**config.mk**
```make
export PLATFORM = sky130hd
export DESIGN_NAME = pipeline_ctrl
export DESIGN_NICKNAME = d
export VERILOG_FILES = /design/src/rtl/pipeline_ctrl.sv
export SDC_FILE = /design/constraint.sdc
export NUM_CORES = 1
export LEC_CHECK = 0
export CAP_MARGIN = 5
export CORE_AREA = 2 2 75 77
export DETAILED_ROUTE_END_ITERATION = 6
export DIE_AREA = 0 0 77 79
export GPL_ROUTABILITY_DRIVEN = 0
export PLACE_DENSITY = 0.78
export RECOVER_POWER = 100
export SLEW_MARGIN = 20
export SYNTH_ARGS = -nofsm -noshare
export SYNTH_HDL_FRONTEND = slang
export SYNTH_SLANG_ARGS = --single-unit
```
**constraint.sdc**
```tcl
create_clock -name clk -period 3.7 [get_ports clk]
set_input_delay 1.11 -clock clk [delete_from_list [all_inputs] [get_ports clk]]
set_output_delay 1.11 -clock clk [all_outputs]
set_load 0.05 [all_outputs]
```
**src/rtl/pipeline_ctrl.sv**
```systemverilog
// pipeline_ctrl: stall/flush sequencer for the 5-stage pipeline.
// Arbitrates exception/ERET, memory-busy, taken-branch and load-use hazards; counts stall cycles.
module pipeline_ctrl #(
    parameter int REGADDR_WIDTH    = 5,
    parameter int EXC_FLUSH_CYCLES = 2
) (
    input  logic                     clk,
    input  logic                     rst,
    input  logic [REGADDR_WIDTH-1:0] id_src1_addr,
    input  logic [REGADDR_WIDTH-1:0] id_src2_addr,
    input  logic                     id_src_valid,
    input  logic                     id_is_branch,
    input  logic                     ex_load_pending,
    input  logic [REGADDR_WIDTH-1:0] ex_wb_addr,
    input  logic                     ex_branch_taken,
    input  logic                     mem_busy,
    input  logic                     exc_req,
    input  logic                     eret_req,
    output logic                     stall_if,
    output logic                     stall_id,
    output logic                     stall_ex,
    output logic                     stall_mem,
    output logic                     clear_if,
    output logic                     clear_id,
    output logic                     clear_ex,
    output logic                     clear_mem,
    output logic [1:0]               pc_sel,
    output logic                     in_delay_slot,
    output logic [31:0]              stall_cycles
);
    localparam int CW = $clog2(EXC_FLUSH_CYCLES + 1);

    typedef enum logic [1:0] {RUN, MEM_WAIT, FLUSH} state_t;

    state_t        state, state_next;
    logic [CW-1:0] flush_cnt, flush_cnt_next;
    logic [31:0]   stall_cnt;
    logic          exc_any, load_use;

    assign exc_any  = exc_req | eret_req;
    assign load_use = ex_load_pending && ex_wb_addr != '0 && id_src_valid &&
                      (ex_wb_addr == id_src1_addr || ex_wb_addr == id_src2_addr);
    assign stall_cycles = stall_cnt;

    // MEM_WAIT with mem_busy low falls through to the normal RUN evaluation in the same cycle.
    always_comb begin
        state_next     = state;
        flush_cnt_next = flush_cnt;
        {stall_if, stall_id, stall_ex, stall_mem} = 4'b0000;
        {clear_if, clear_id, clear_ex, clear_mem} = 4'b0000;
        pc_sel = 2'd0;
        if (rst) begin
            {clear_if, clear_id, clear_ex, clear_mem} = 4'b1111;
            state_next     = RUN;
            flush_cnt_next = '0;
        end else if (exc_any) begin
            {clear_if, clear_id, clear_ex, clear_mem} = 4'b1111;
            pc_sel         = exc_req ? 2'd2 : 2'd3;
            state_next     = EXC_FLUSH_CYCLES > 1 ? FLUSH : RUN;
            flush_cnt_next = CW'(EXC_FLUSH_CYCLES - 1);
        end else if (state == FLUSH) begin
            {clear_id, clear_ex} = 2'b11;
            flush_cnt_next = flush_cnt - 1'b1;
            state_next     = flush_cnt <= 1 ? RUN : FLUSH;
        end else if (mem_busy) begin
            {stall_if, stall_id, stall_ex, stall_mem} = 4'b1111;
            state_next = MEM_WAIT;
        end else begin
            state_next = RUN;
            if (ex_branch_taken) begin
                pc_sel   = 2'd1;
                clear_if = 1'b1;
            end else if (load_use) begin
                {stall_if, stall_id} = 2'b11;
                clear_ex = 1'b1;
            end
        end
    end

    always_ff @(posedge clk) begin
        if (rst) begin
            state         <= RUN;
            flush_cnt     <= '0;
            in_delay_slot <= 1'b0;
            stall_cnt     <= '0;
        end else begin
            state         <= state_next;
            flush_cnt     <= flush_cnt_next;
            in_delay_slot <= exc_any ? 1'b0 : stall_id ? in_delay_slot : id_is_branch & id_src_valid & ~clear_id;
            if (stall_if)
                stall_cnt <= stall_cnt + 32'd1;
        end
    end
endmodule

```
# == Word level (Yosys, flattened, before mapping) ==
# Index checks and enable logic that the tools add are counted.
# word_totals
reg_bits,37
inputBits,24
out_inout_bits,43
elab_cells,59
# op_classes
add_sub_neg,2
order_cmp,1
n_eq_ne,3
n_mux,36
bitwise,4
reduce_logical,7
# op_table
operator,count
$add 32x1->32 const B,1
$mux 1,31
$eq 5x5->1,2
$mux 2,5
$reduce_bool 5->1,1
$logic_and 1x1->1,3
$and 1x1->1,2
$eq 2x2->1 const B,1
$le 2x1->1 const B,1
$reduce_bool 2->1,1
$reduce_or 2->1,1
$sub 2x1->2 const B,1
$logic_or 1x1->1,1
$not 1->1,1
$or 1x1->1,1

# == Longest topological paths before layout ==
# Gate-level depths: netlist of run 1.
# logic_depth
depth_word,10
ltp_mapped,9
ltp_nobuf,6

# == Least setup slack after synthesis of run 1 ==
# Ideal clock, no wire load.
# synth_timing
kind,input -> output
start,in rst
end,out stall_if
arrival_time_ns,3.451
setup_slack_ns,-0.861
cell_stages,7
n_path_buf,3
cell_sequence,buf_6 > or3_4 > nor2_8 > inv_1 > clkbuf_1 > nor2_1 > buf_4
# synth_between
elab_chain_len,1
# synth_rtl
item,line_no,text
from (decl),8,"input logic rst,"
$mux 1,n/a,
to (decl),19,"output logic stall_if,"
# No other way between the ends.

# == Worst setup path in the final report of run 1 ==
# layout_timing
start,in id_src2_addr[4]
end,out stall_id
# layout_between
elab_chain_len,9
# layout_rtl
item,line_no,text
from (decl),10,"input logic [REGADDR_WIDTH-1:0] id_src2_addr,"
$eq 5x5->1,42,(ex_wb_addr == id_src1_addr || ex_wb_addr == id_src2_addr);
$logic_or 1x1->1,42,
$logic_and 1x1->1,41,assign load_use = ex_load_pending && ex_wb_addr != '0 && id_src_valid &&
$mux 1,73,end else if (load_use) begin
$mux 1,70,if (ex_branch_taken) begin
$mux 1,65,end else if (mem_busy) begin
$mux 1,61,end else if (state == FLUSH) begin
$mux 1,56,end else if (exc_any) begin
$mux 1,52,if (rst) begin
to (decl),20,"output logic stall_id,"
# No other way between the ends.

==> results by group, run 1 <==
Outcome
  • Status: finished, final reports clean

Final layout
  • Final design utilization: 55.2%
  • Share of layout cells above drive strength 1: 11.2%
  • Nets: 339
  • Area growth, synth to finish: 45.1%
  • FILL cells: 519
  • Ant diodes: 0

Route
  • Met2 wire len: 2.66 mm
  • Via count: 2146
  • Routed Antenna Nets: 0
  • Uppermost layer routed: met4
  • Vias per inst: 5.57
  • Initial drt markers: 129
  • Initial DRT Pass Iterations: 4
  • Final wirelength: 5.28 mm
  • Avg WL per Cell: 13.7 um
  • # DRC: 0
  • Met3 Routed Length: 222 um
  • WL met1: 2.29 mm

Pwr
  • Peak VDD IR: 189 uV
  • Internal: 0.000601 W
  • Switching Share: 25.3%
  • Power per cell area: 273 nW/um2
  • Overall Power: 0.000804 W
  • Clock power frac: 35.4%
  • Psw: 0.000203 W
  • Reg power frac: 50.1%
  • Leakage: 1.07 nW
  • Logic pwr share: 14.5%

Critical path
  • FF-to-FF setup slack: 1590 ps
  • Slowest CP cell: clkdlybuf4s50_1
  • Crit-path leading delay family: buffers and inverters
  • Crit. End Element: primary output
  • Element type at the critical path start: input port
  • CP max FO: 3
  • Slowest Stage Delay on Critical Path: 470 ps
  • Crit-path cells: clkdlybuf4s50_1 -> xnor2_1 -> nand3_1 -> o22ai_4 -> a21oi_4 -> nor2_4 -> buf_12
  • CP arrival: 2530 ps
  • CP bufs+invs: 2
  • Crit Path Category: input port to primary output
  • Worst path required time: 2590 ps

Floorplanning
  • Width of the die: 77 um
  • Core Area: 5340 um2
  • Initial Util: 38.0%
  • Die area: 6080 um2
  • Die height: 79 um
  • Top Ports: 67
  • Row cnt: 27

Synth
  • Number of flops mapped to enable cells by yosys: 0
  • Mean area per synthesized cell: 8.18 um2
  • Count of state elements after synthesis: 37
  • Yosys cell types: 35
  • Yosys top cell area share: 36.5%
  • Yosys top cell by area: dfxtp_1
  • Syn_nets: 274
  • Post-Synthesis Cells: 248
  • Synth area leaders: dfxtp_1 36%, or4_1 10%, o31ai_1 9.6%, a21oi_1 8.4%, xnor2_1 4.7%
  • Main synth FF type: dfxtp_1
  • Synthesized area: 2030 um2
  • Yosys warnings: 0
  • Post-synth ARST share: 0%
  • Seq/Total Area, Yosys: 36.5%

STA
  • Shortest period the worst path allows: 3640 ps
  • Final setup TNS: 0 ps
  • Achievable frequency: 0.275 GHz
  • Final worst-path setup slack: 61.5 ps
  • Max Slew Vio Count: 0
  • Final setup skew: 4.85 ps
  • Fin. Hold Viols: 0
  • Rel. slew slack: 31.4%
  • Fin Hold WS: 454 ps
  • Final setup fails: 0
  • Final worst-path cycle share: 98.3%
  • Actual slew at the worst max-slew pin: 1030 ps

Global routing
  • Overall Global Routing Usage: 18.2%
  • Remaining Overflow, GRT: 0
  • Vias in the first global route: 1948
  • Pin count of the biggest net entering global routing: 65
  • Initial antenna violation count: 0
  • First-pass GRT wire length: 8.98 mm

CTS
  • Root Driver: clkbuf_8
  • Post-CTS Hold Buffers: 0
  • Clk_lat worst skew: 290 ps
  • Clock H-tree levels: 2
  • TritonCTS clock tree: yes
  • CTS Buf Count: 5
  • CTS Buffer Depth: 2
  • Clock-pin slew on the worst setup and hold paths: 70 ps
  • Clock sinks: 37

Placement
  • Post-detail-place hpwl: 3.83 mm
  • Pre-CTS setup slack: -32.3 ps
  • # port buffers: 66

Min path
  • Worst Hold Class: flop to flop

Job
  • Max-cap violations: 0
[flip-flops by register name (all words and copies together) (netlist names)]
| signal | count |
|---|---|
| stall_cycles | 32 |
| flush_cnt | 2 |
| state | 2 |
| in_delay_slot | 1 |
[cell usage after synthesis (2+ instances only)]
master,n
dfxtp_1,37
a21oi_1,34
or4_1,27
o31ai_1,26
nand3_1,18
nand2_1,17
clkbuf_1,12
xnor2_1,11
inv_1,8
nand4_1,8
nor2_1,7
o21ai_0,7
or3_1,5
and3_1,3
and4_1,2
buf_2,2
buf_4,2
ha_1,2
nor3_1,2
or2_0,2
or3_4,2
[worst reg2reg max path, delay by kind of cell (launching register included)]
family	cells	cell delay, ps
flip-flops	1	450
AO/OA/AOI/OAI	1	150
AND/OR/NAND/NOR	5	1460
[per-layer routing]
layer  up-vias  track usage [%]
li1       1081                -
met1      1009             22.8
met2        44             30.6
met3        12             4.43
met4         0             6.79
met5         -                0
[what timing repair did]
action,CTS,global route
setup endpoints to repair,2,4
buffers inserted,1,1
pin swaps,1,4
resized for setup,1,7
[cells in the final DEF, fill, tap and decap left out, types with 2 or more instances in the layout]
cell | synthesis | routed
and3_1 | 3 | 3
nor2_4 | 0 | 2
dlygate4sd3_1 | 0 | 33
o21ai_0 | 7 | 7
nand4_1 | 8 | 8
inv_1 | 8 | 7
o31ai_1 | 26 | 26
dfxtp_1 | 37 | 37
clkbuf_1 | 12 | 2
nor2_1 | 7 | 5
or3_1 | 5 | 5
nand2_1 | 17 | 17
ha_1 | 2 | 2
buf_12 | 0 | 5
nor3_1 | 2 | 2
clkdlybuf4s50_1 | 0 | 17
dlymetal6s2s_1 | 0 | 5
or3_4 | 2 | 2
clkbuf_8 | 0 | 6
or2_0 | 2 | 2
buf_4 | 2 | 12
xnor2_1 | 11 | 11
and4_1 | 2 | 2
a21oi_1 | 34 | 33
or4_1 | 27 | 27
nand3_1 | 18 | 18
[area by class of cell]
cell class / count / area (um2) / area share [%]
clock buffer: 7 / 86.3 / 2.93
inverter: 8 / 32.5 / 1.10
tap: 72 / 90.1 / 3.06
timing repair buffer: 76 / 782 / 26.6
multi-input combinational: 185 / 1210 / 41.2
sequential: 37 / 741 / 25.2
[cells by family (layout without fill, tap and decap cells)]
group | Yosys count | count (layout) | synth area share (%)
buffers and inverters | 26 | 91 | 5.73
flip-flops | 37 | 37 | 36.5
AND/OR/NAND/NOR | 98 | 98 | 29.4
XOR/XNOR | 11 | 11 | 4.75
AO/OA/AOI/OAI | 74 | 74 | 22.4
adder cells (fa/ha/maj) | 2 | 2 | 1.23
[final timing paths]
check / start / to / cells after the start
max: id_src2_addr[4] / stall_id / 7
min: in_delay_slot / in_delay_slot / 2
max reg2reg: stall_cycles[10] / stall_cycles[22] / 6
min reg2reg: in_delay_slot / in_delay_slot / 2
[power groups by stage]
stage          combinational, W  clock (W)  sequential (W)
3_3_place_gp           0.000112          0        0.000412
2_1_floorplan         0.0000637          0        0.000413
6_report               0.000116   0.000285        0.000403
4_1_cts                0.000115   0.000293        0.000403
3_5_place_dp           0.000114          0        0.000412
5_1_grt                0.000126   0.000312        0.000403
[metrics by stage]
| step | instances | cell area [um2] |
|---|---|---|
| finish | 385 | 2940 |
| global placement | 376 | 2830 |
| global route | 385 | 2940 |
| CTS | 384 | 2920 |
| floorplan | 248 | 2090 |
| detailed placement | 376 | 2830 |
No activity file was read; power rests on OpenSTA's default activity.
==> inputs of run 2 (changes only) <==
--- a/config.mk
+++ b/config.mk
@@ -12,6 +12,7 @@
 export GPL_ROUTABILITY_DRIVEN = 0
 export PLACE_DENSITY = 0.78
 export RECOVER_POWER = 100
+export REMOVE_ABC_BUFFERS = 1
 export SLEW_MARGIN = 20
 export SYNTH_ARGS = -nofsm -noshare
 export SYNTH_HDL_FRONTEND = slang
==> results by group, run 2 (synthesis gave the netlist of run 1 again) <==
Outcome
  • Status: finished, final reports clean

Final layout
  • Fin area: 2960 um2
  • Nets: 343
  • Most frequent cells in the layout: 37 x dfxtp_1, 34 x dlygate4sd3_1, 33 x a21oi_1, 27 x or4_1, 26 x o31ai_1
  • Area growth, synth to finish: 46.1%
  • Share of layout cells above drive strength 1: 11.3%
  • Ant diodes: 0
  • Area of the multi-input gates: 1180 um2
  • Commonest non-fill, non-tap cell in the layout: dfxtp_1
  • FILL cells: 525
  • Sequential cell area: 741 um2
  • Largest register FFs: 32

Min path
  • Worst Hold Path EP: flush_cnt[1]
  • Hold path depth: 2
  • Worst Min Path Start: flush_cnt[1]
  • Worst Hold Class: flop to flop

Pwr
  • Psw: 0.000211 W
  • Leakage: 1.11 nW
  • Internal: 0.000670 W
  • Clock power frac: 41.8%
  • Power per cell area: 297 nW/um2
  • Switching Share: 23.9%
  • Logic pwr share: 12.5%
  • Overall Power: 0.000881 W
  • Peak VDD IR: 182 uV
  • Reg power frac: 45.7%

Critical path
  • Element type at the critical path start: input port
  • CP arrival: 2530 ps
  • Reg2reg start: stall_cycles[10]
  • Crit Path Category: input port to primary output
  • CP max FO: 3
  • Worst path required time: 2590 ps
  • Crit. End Element: primary output
  • FF-to-FF setup slack: 1540 ps
  • R2r worst-path depth: 6
  • Reg2reg end: stall_cycles[22]

CTS
  • Clock H-tree levels: 2
  • Root Driver: clkbuf_8
  • Clock-pin slew on the worst setup and hold paths: 70 ps
  • Post-CTS Hold Buffers: 0
  • Clk_lat worst skew: 290 ps
  • CTS Buffer Depth: 2
  • CTS Buf Count: 5
  • TritonCTS clock tree: yes
  • Clock sinks: 37

Global routing
  • Overall Global Routing Usage: 18.2%
  • Vias in the first global route: 1917
  • Remaining Overflow, GRT: 0
  • Pin count of the biggest net entering global routing: 65
  • First-pass GRT wire length: 9.08 mm
  • Initial antenna violation count: 0

Floorplanning
  • Width of the die: 77 um
  • Die area: 6080 um2
  • Initial Util: 38.0%
  • Row cnt: 27
  • Top Ports: 67
  • Core Area: 5340 um2
  • Die height: 79 um

STA
  • Max Slew Vio Count: 0
  • Fin. Hold Viols: 0
  • Final setup TNS: 0 ps
  • Shortest period the worst path allows: 3640 ps
  • Achievable frequency: 0.275 GHz
  • Final setup fails: 0
  • Actual slew at the worst max-slew pin: 1060 ps
  • Final worst-path cycle share: 98.2%
  • Unrepaired setup endpoints after global routing: no
  • Rel. slew slack: 29.6%
  • Final setup skew: 6.90 ps

Route
  • Via count: 2186
  • Final wirelength: 5.44 mm
  • Initial DRT Pass Iterations: 4
  • # DRC: 0
  • Avg WL per Cell: 13.9 um
  • Routed Antenna Nets: 0
  • Initial drt markers: 126
  • Vias per inst: 5.61

Placement
  • # port buffers: 66
  • Post-detail-place hpwl: 3.91 mm
  • DP Area: 2870 um2

Job
  • Max-cap violations: 0
run 2: cell types whose count changed in the layout (fill, tap and decap cells not counted), moves of 2 or more:
cell / before / now
clkbuf_2: 1 / 3
clkdlybuf4s50_1: 17 / 12
dlygate4sd2_1: 1 / 5
nor2_1: 5 / 7
nor2_4: 2 / 0
run 2: per-stage QoR:
stage,utilization [%],setup slack [ps],cells,hold WS (ps)
detailed placement,53.7,-57.7,381,449
floorplan,-,-2030,230,436
CTS,55.7,2.13,389,461
global placement,53.7,-6.78,381,448
finish,55.5,64.9,390,463
global route,55.5,7.43,390,476
run 2: what timing repair did:
item	in CTS	in global routing
endpoints found under the setup margin	2	2
resized for setup	5	5
setup buffers	0	1
pin swaps	0	11
run 2: area by class of cell:
type / count / share of cell area [%]
clock buffer: 7 / 2.91
clock inverter: 1 / 1.01
inverter: 8 / 1.01
multi-input combinational: 185 / 39.9
sequential: 37 / 25.0
tap: 72 / 3.04
timing repair buffer: 80 / 27.1
run 2: how the worst max path moves through the flow:
stage	endpoint	cells after the start	slack, ps	start
6_report	clear_if	5	60	exc_req
5_1_grt	stall_mem	7	7	exc_req
4_1_cts	stall_if	9	2	id_src2_addr[0]
3_5_place_dp	stall_if	9	-60	ex_wb_addr[0]
3_3_place_gp	stall_if	9	-7	ex_wb_addr[4]
2_1_floorplan	stall_id	4	-2030	ex_wb_addr[0]
run 2: routing by layer:
metal  track usage, %  up-vias  part of all wire, %
li1                 -     1088                    -
met1             23.5     1048                   47
met2             30.4       43                   48
met3             3.41        7                  3.6
met4             6.79        0                  1.3
met5                0        -                    0
run 2: worst max-delay path, cell delays in order:
cell and delay (ps):
clkdlybuf4s50_1 430, or3_4 430, clkbuf_2 150, a31o_2 210
buf_4 180
run 2: power groups by stage:
stage / clock [W] / combinational (W) / sequential [W]
6_report: 0.000368 / 0.000110 / 0.000403
5_1_grt: 0.000395 / 0.000119 / 0.000403
4_1_cts: 0.000374 / 0.000115 / 0.000403
3_5_place_dp: 0 / 0.000116 / 0.000412
3_3_place_gp: 0 / 0.000115 / 0.000412
2_1_floorplan: 0 / 0.0000490 / 0.000413
==> inputs of run 3 (changes only) <==
--- a/config.mk
+++ b/config.mk
@@ -6,11 +6,11 @@
 export NUM_CORES = 1
 export LEC_CHECK = 0
 export CAP_MARGIN = 5
-export CORE_AREA = 2 2 75 77
+export CORE_AREA = 2 2 57 100
 export DETAILED_ROUTE_END_ITERATION = 6
-export DIE_AREA = 0 0 77 79
+export DIE_AREA = 0 0 59 102
 export GPL_ROUTABILITY_DRIVEN = 0
-export PLACE_DENSITY = 0.78
+export PLACE_DENSITY = 0.79
 export RECOVER_POWER = 100
 export REMOVE_ABC_BUFFERS = 1
 export SLEW_MARGIN = 20
==> results by group, run 3 (synthesis gave the netlist of run 1 again) <==
Min path
  • Worst Hold Class: flop to flop

CTS
  • Clock H-tree levels: 2
  • TritonCTS clock tree: yes
  • # Post-CTS Setup Buffers: 0
  • Root Driver: clkbuf_8
  • Clock-pin slew on the worst setup and hold paths: 80 ps
  • Clk_lat worst skew: 290 ps
  • Clock sinks: 37
  • CTS Buf Count: 5
  • CTS Buffer Depth: 2

STA
  • Max Slew Vio Count: 0
  • Final setup TNS: 0 ps
  • Achievable frequency: 0.275 GHz
  • Unrepaired setup endpoints after global routing: no
  • Actual slew at the worst max-slew pin: 1060 ps
  • Final worst-path cycle share: 98.1%
  • Shortest period the worst path allows: 3630 ps
  • Fin. Hold Viols: 0
  • Final setup skew: 6.78 ps
  • Final worst-path setup slack: 69.1 ps
  • Rel. slew slack: 29.4%
  • Final setup fails: 0

Pwr
  • Power per cell area: 270 nW/um2
  • Internal: 0.000582 W
  • Peak VDD IR: 195 uV
  • Reg power frac: 50.6%
  • Switching Share: 26.8%
  • Clock power frac: 35.1%
  • Leakage: 1.14 nW
  • Logic pwr share: 14.3%
  • Psw: 0.000214 W

Global routing
  • Vias in the first global route: 2153
  • Pin count of the biggest net entering global routing: 65
  • Remaining Overflow, GRT: 0
  • Initial antenna violation count: 0
  • Overall Global Routing Usage: 20.1%
  • First-pass GRT wire length: 9.55 mm

Route
  • # DRC: 0
  • Via count: 2202
  • Initial DRT Pass Iterations: 4
  • Initial drt markers: 48
  • Avg WL per Cell: 14.7 um
  • Final wirelength: 5.53 mm
  • Vias per inst: 5.87
  • Routed Antenna Nets: 0

Placement
  • Post-detail-place hpwl: 4.13 mm
  • Pre-CTS setup slack: -25.2 ps
  • # port buffers: 66

Critical path
  • FF-to-FF setup slack: 1570 ps
  • CP bufs+invs: 4
  • Slowest CP cell: clkdlybuf4s50_1
  • Worst path required time: 2590 ps
  • CP arrival: 2520 ps
  • Slowest Stage Delay on Critical Path: 480 ps
  • Top cell by count, worst path: buf_4
  • Crit. End Element: primary output
  • Crit-path cells: clkdlybuf4s50_1 -> xnor2_1 -> nand2_1 -> o22ai_1 -> buf_4 -> a21oi_4 -> nor2_1 -> buf_4 -> buf_12
  • CP max FO: 3
  • Element type at the critical path start: input port
  • Crit Path Category: input port to primary output
  • Crit-path leading delay family: buffers and inverters

Floorplanning
  • Row cnt: 35
  • Die area: 6020 um2
  • Core Area: 5170 um2
  • Width of the die: 59 um
  • Top Ports: 67
  • Die height: 102 um
  • Initial Util: 39.3%

Final layout
  • Largest register FFs: 32
  • Most frequent cells in the layout: 37 x dfxtp_1, 33 x a21oi_1, 33 x dlygate4sd3_1, 27 x or4_1, 26 x o31ai_1
  • Nets: 345
  • Share of layout cells above drive strength 1: 11.9%
  • Area growth, synth to finish: 45.3%
  • Ant diodes: 0
  • Commonest non-fill, non-tap cell in the layout: dfxtp_1

Outcome
  • Status: finished, final reports clean

Job
  • Max-cap violations: 0
-- run 3: repair_timing --
item / 4_1_cts / 5_1_grt
endpoints found under the setup margin: 2 / 5
cloned: 0 / 0
resized for setup: 4 / 7
hold buffers: 0 / 0
pin swaps: 0 / 9
-- run 3: final cells by class --
| cell class | instances | area [um2] |
|---|---|---|
| clock buffers | 5 | 68.8 |
| clock inverters | 3 | 17.5 |
| fillers | 475 | 2220 |
| inverters | 8 | 30.0 |
| multi-input cells | 185 | 1180 |
| flip-flops and latches | 37 | 741 |
| well taps | 55 | 68.8 |
| repair buffers | 82 | 840 |
-- run 3: worst paths after layout --
check / from / to / cells past startpoint
hold / removal: in_delay_slot / in_delay_slot / 2
hold reg to reg: in_delay_slot / in_delay_slot / 2
setup reg to reg: stall_cycles[10] / stall_cycles[22] / 6
setup / recovery: id_src2_addr[2] / stall_id / 9
-- run 3: worst reg2reg max path: stages (launching register included) --
cell	delay, ps
dfxtp_1	460
and4_1	260
and3_1	210
nand4_1	150
or2_0	390
or4_1	450
a21oi_1	150
-- run 3: power by group through the flow --
stage | logic [W] | registers (W) | clock network (W)
2_1_floorplan | 0.0000490 | 0.000413 | 0
3_3_place_gp | 0.000118 | 0.000412 | 0
3_5_place_dp | 0.000120 | 0.000412 | 0
4_1_cts | 0.000118 | 0.000403 | 0.000286
5_1_grt | 0.000123 | 0.000403 | 0.000301
6_report | 0.000114 | 0.000403 | 0.000280
-- run 3: stage by stage --
step | power [W] | hold slack (ps) | cell area, um2 | util [%] | std cells
finish | 0.000796 | 453 | 2950 | 57.1 | 375
global route | 0.000827 | 478 | 2950 | 57.1 | 375
CTS | 0.000808 | 462 | 2950 | 57.0 | 375
detailed placement | 0.000532 | 453 | 2870 | 55.5 | 367
global placement | 0.000530 | 447 | 2870 | 55.5 | 367
floorplan | 0.000462 | 436 | 1940 | - | 230
-- run 3: metal layers --
layer  up-vias  global-route usage [%]  part of all wire, %
met1      1019                    21.5                   38
met5         -                       0                    0
li1       1090                       -                    -
met3        14                    4.81                  5.6
met4         0                    10.3                  3.5
met2        79                    35.7                   53
==> RTL edit 1 (flow settings as in run 3) <==
Reset style: asynchronous (`rst`), changed in one clocked block.
--- a/src/rtl/pipeline_ctrl.sv
+++ b/src/rtl/pipeline_ctrl.sv
@@ -77,7 +77,7 @@
         end
     end
 
-    always_ff @(posedge clk) begin
+    always_ff @(posedge clk or posedge rst) begin
         if (rst) begin
             state         <= RUN;
             flush_cnt     <= '0;
Formal check against the unedited RTL: differs if rst is asserted again (counterexample within 4 cycles, from zero or initial values and one cycle with rst high); with rst held inactive, the same outputs for 10 cycles.
==> RTL edit 1 against run 3 <==
Sequential cell count did not move; first-iteration DRC count fell by 31%; setup slack improved by 0.013 ns; final cell count fell by 13%; maximum frequency rose by 0.36%; utilization fell by 2.1 points; global-route usage fell by 3.0 points; routed wire length fell by 17%; area after synthesis fell by 2.9%; design area fell by 3.6%.
Power is not compared: it rests on default switching activity, and its combinational part moved more than twofold at a synthesized area within 25%.
==> RTL edit 1: results (changes against run 3) <==
Route
  – Wl on met1: 1720 µm (-17%)
  – DR vias: 1,657 (-25%)
  – Met2 wire length: 2600 µm (-12%)
  – Initial DRC count: 33 (-31%)
  – Post-Route WL: 4610 µm (-17%)
  – Vias/cell: 5.05 (-14%)

Finish
  – Flip-flop and latch area: 926 µm² (+25%)
  – Nonclk buf count: 74 (-9.8%)
  – Number of multi-input logic gates: 146 (-21%)
  – NonClk Buf Share: 25.3% (-3.2 points)
  – Final net count: 298 (-14%)
  – Final-layout clock buffer total: 7 (+2)
  – Commonest non-fill, non-tap cell in the layout: dfrtp_1

Synth
  – Top FF cell, synth: dfrtp_1
  – Synth top cells by count: 37 x dfrtp_1, 24 x xor2_1, 21 x nand2_1
  – Ys async rst share: 100% (+100 points)
  – Distinct cell type count after synthesis: 38 (+8.6%)
  – Synthesized area: 1970 µm² (-2.9%)
  – Synth area leaders: dfrtp_1 47%, xor2_1 11%, xnor2_1 8.0%

Worst setup path
  – R2r setup slk: 1.23 ns (-0.34 ns)
  – CP Capture Point: stall_if
  – CP startpoint: ex_wb_addr[3]
  – Worst Reg-to-Reg Cells: 7 (+1)
  – Reg2reg start: state[0]$_DFF_PP0_
  – Critical path arrival: 2.51 ns (about the same)
  – Largest incremental delay on the critical path: 0.53 ns (+0.05 ns)
  – Reg2reg end: stall_cycles[1]$_DFFE_PP0P_

CTS
  – PostCTS Resize Cnt: 1 (-3)

Global routing
  – Grt met3 use: 3.67% (-1.1 points)
  – Total GRT Usage: 17.1% (-3.0 points)
  – Global routing usage on met2: 30.3% (-5.4 points)
  – Met1 usage: 19.2% (-2.3 points)
  – Largest net degree at the start of global routing: 39 (-40%)
  – First-pass GRT wire length: 7870 µm (-18%)

STA
  – Fin crit share: 97.8% (-0.35 points)
  – Final Skew: 0.0120 ns (+0.00522 ns)
  – Slew @ Worst Pin: 1.03 ns (-0.0297 ns)
  – Worst hold slack: 0.463 ns (+0.00984 ns)

Placement
  – DP Worst Slack: -0.0655 ns (-0.0403 ns)
  – Cells after DPL: 320 (-13%)
  – DP Area: 2760 µm² (-3.6%)

Worst hold path
  – Worst hold stages: 1 (-1)
  – Min-Delay Endpoint: stall_cycles[31]$_DFFE_PP0P_
  – Hold path start: stall_cycles[31]$_DFFE_PP0P_

Status
  – Outcome: finished clean
## RTL edit 1: cell types whose count changed after synthesis, moves of 5 or more
| cell | delta |
|---|---|
| or4_1 | -27 |
| nor3_1 | +7 |
| dfrtp_1 | +37 |
| nor2_1 | +9 |
| o21ai_0 | -7 |
| xor2_1 | +24 |
| a21oi_1 | -30 |
| xnor2_1 | +7 |
| clkbuf_1 | -12 |
| o31ai_1 | -26 |
| dfxtp_1 | -37 |
| nor4_1 | +5 |
| nand3_1 | -10 |
## RTL edit 1: critical path, delay by kind of cell
family | cells | cell delay, ns
XOR/XNOR | 1 | 0.13
AO/OA/AOI/OAI | 2 | 0.32
buffers and inverters | 3 | 0.83
AND/OR/NAND/NOR | 1 | 0.11
## RTL edit 1: cell families after synthesis
family | share of synthesized area, %
and+or+nand+nor | 24.3
xor gates and xnor gates | 18.7
DFF | 47.0
buffers and inverters | 2.98
AOI/OAI and AO/OA | 4.70
muxes | 1.08
adders and majority gates | 1.27
==> RTL edit 2 (config.mk and constraints of run 3) <==
Made on the original files. Change the parameter `EXC_FLUSH_CYCLES` from 2 to 4.
--- a/src/rtl/pipeline_ctrl.sv
+++ b/src/rtl/pipeline_ctrl.sv
@@ -2,7 +2,7 @@
 // Arbitrates exception/ERET, memory-busy, taken-branch and load-use hazards; counts stall cycles.
 module pipeline_ctrl #(
     parameter int REGADDR_WIDTH    = 5,
-    parameter int EXC_FLUSH_CYCLES = 2
+    parameter int EXC_FLUSH_CYCLES = 4
 ) (
     input  logic                     clk,
     input  logic                     rst,
Behaviour: not the same (a bounded check fails within 4 cycles, from zero or initial values and one cycle with rst high).
==> RTL edit 2 against run 3 <==
Setup slack got worse by 0.0055 ns; clock skew increased by 0.0037 ns; largest cell class unchanged; routed wire length increased by 4.4%; sequential cell count increased by 1; first-iteration DRC count decreased by 15%; total power increased by 13%; area after synthesis increased by 3.5%; maximum frequency decreased by 0.15%; design area increased by 5.1%; register-to-register slack got worse by 0.22 ns.
==> RTL edit 2: results (changes against run 3) <==
Worst setup path
  – Critical path arrival: 2.53 ns (about the same)
  – Reg2reg start: state[1]$_SDFF_PP0_
  – Largest incremental delay on the critical path: about 0.47 ns
  – R2r setup slk: 1.35 ns (-0.22 ns)
  – Reg2reg end: stall_cycles[30]$_SDFFE_PP0P_
  – Critical path peak fanout: 2 (-1)
  – CP Capture Point: clear_ex
  – Worst Reg-to-Reg Cells: 9 (+3)
  – Slowest stage cell on the critical path: clkdlybuf4s50_1
  – CP startpoint: id_src1_addr[1]

Power and ir drop
  – Logic pwr share: 14.7% (+0.4 points)
  – P_leak: 1.18 nW (+4.2%)
  – Part of the power in registers: 46.6% (-4.0 points)
  – Sw frac: 24.9% (-1.9 points)
  – Worst vdd ir: 0.225 mV (+16%)

STA
  – Final Skew: 0.0105 ns (+0.00368 ns)
  – Worst rel slew slack: 2.00% (-27 points)
  – Setup ws final: 0.0636 ns (-0.00551 ns)

Synth
  – Top FF cell, synth: dfxtp_1
  – Synth area leaders: dfxtp_1 36%, a21oi_1 8.6%, o31ai_1 7.1%
  – Register area share after synthesis: 36.2% (-0.29 points)
  – Ys async rst share: 0% (unchanged)
  – Distinct cell type count after synthesis: 37 (+5.7%)
  – Synth top cells by count: 38 x dfxtp_1, 36 x a21oi_1, 20 x nand2_1, 20 x o31ai_1, 20 x or4_1

Placement
  – Post-DP HPWL: 4210 µm (+1.9%)
  – DP Worst Slack: -0.0559 ns (-0.0307 ns)
  – DP Area: 2940 µm² (+2.6%)
  – I/O Buffers: 66 (unchanged)

CTS
  – Clock transition at path regs: around 0.07 ns
  – Root Driver: clkbuf_8

Global routing
  – Total GRT Usage: 20.3% (+0.17 points)
  – Initial antenna violation count: 0 (unchanged)
  – Vias in the first global route: 2,207 (+2.5%)
  – First-pass GRT wire length: 9720 µm (+1.7%)
  – Largest net degree at the start of global routing: 39 (-40%)

Worst hold path
  – Worst hold stages: 2 (unchanged)

Finish
  – Max FFs per register: 32 (unchanged)
  – Final net count: 362 (+4.9%)
  – # diodes: 0 (unchanged)
  – Fill cells: 450 (-5.3%)
  – Layout cells sized above 1: 14.9% (+3.0 points)

Route
  – Vias/cell: 5.95 (+1.3%)
  – First-pass detailed-route iteration total: 4 (unchanged)
  – Post-Route WL: 5770 µm (+4.4%)
  – Initial DRC count: 41 (-15%)

Status
  – Outcome: finished clean
==> RTL edit 2: what timing repair did <==
action	4_1_cts	5_1_grt
hold buffers	0	0
resized for setup	5	11
setup buffers	0	2
endpoints found under the setup margin	3	6
pin swaps	0	9
==> RTL edit 2: worst max-delay path, delay by kind of cell <==
family                    cells  cell delay [ns]
buffers and inverters         3             0.78
and+or+nand+nor               3             0.30
AOI/OAI and AO/OA             1             0.20
xor gates and xnor gates      1             0.13
==> RTL edit 2: metrics by stage <==
step / power [mW] / cells / hold slack [ns]
finish: 0.897 / 391 / 0.472
global route: 0.931 / 391 / 0.514
CTS: 0.901 / 389 / 0.483
detailed placement: 0.556 / 381 / 0.472
global placement: 0.553 / 381 / 0.462
floorplan: 0.485 / 244 / 0.480
==> RTL edit 2: area by class of cell <==
type | instances | area, µm² | area share (%)
Multi-Input combinational cell | 200 | 1260 | 40.8
Clock buffer | 5 | 68.8 | 2.22
Sequential cell | 38 | 761 | 24.5
Tap cell | 55 | 68.8 | 2.22
Clock inverter | 3 | 40.0 | 1.29
Inverter | 6 | 22.5 | 0.727
Timing Repair Buffer | 84 | 873 | 28.2
==> RTL edit 2: kinds of logic after synthesis <==
group / share of synthesized area, %
AND/OR/NAND/NOR: 31.3
AO/OA/AOI/OAI: 20.5
flip-flops: 36.2
buffers and inverters: 4.65
XOR/XNOR: 5.00
adder cells (fa/ha/maj): 1.79
multiplexers: 0.536
==> RTL edit 2: per-layer routing <==
layer  up-vias  GRT usage [%]  wire, µm
li1       1131              -         -
met1      1111           21.0      2110
met2        70           37.3      3180
met3        14           5.06       301
met4         0           9.09       175
met5         -              0         0
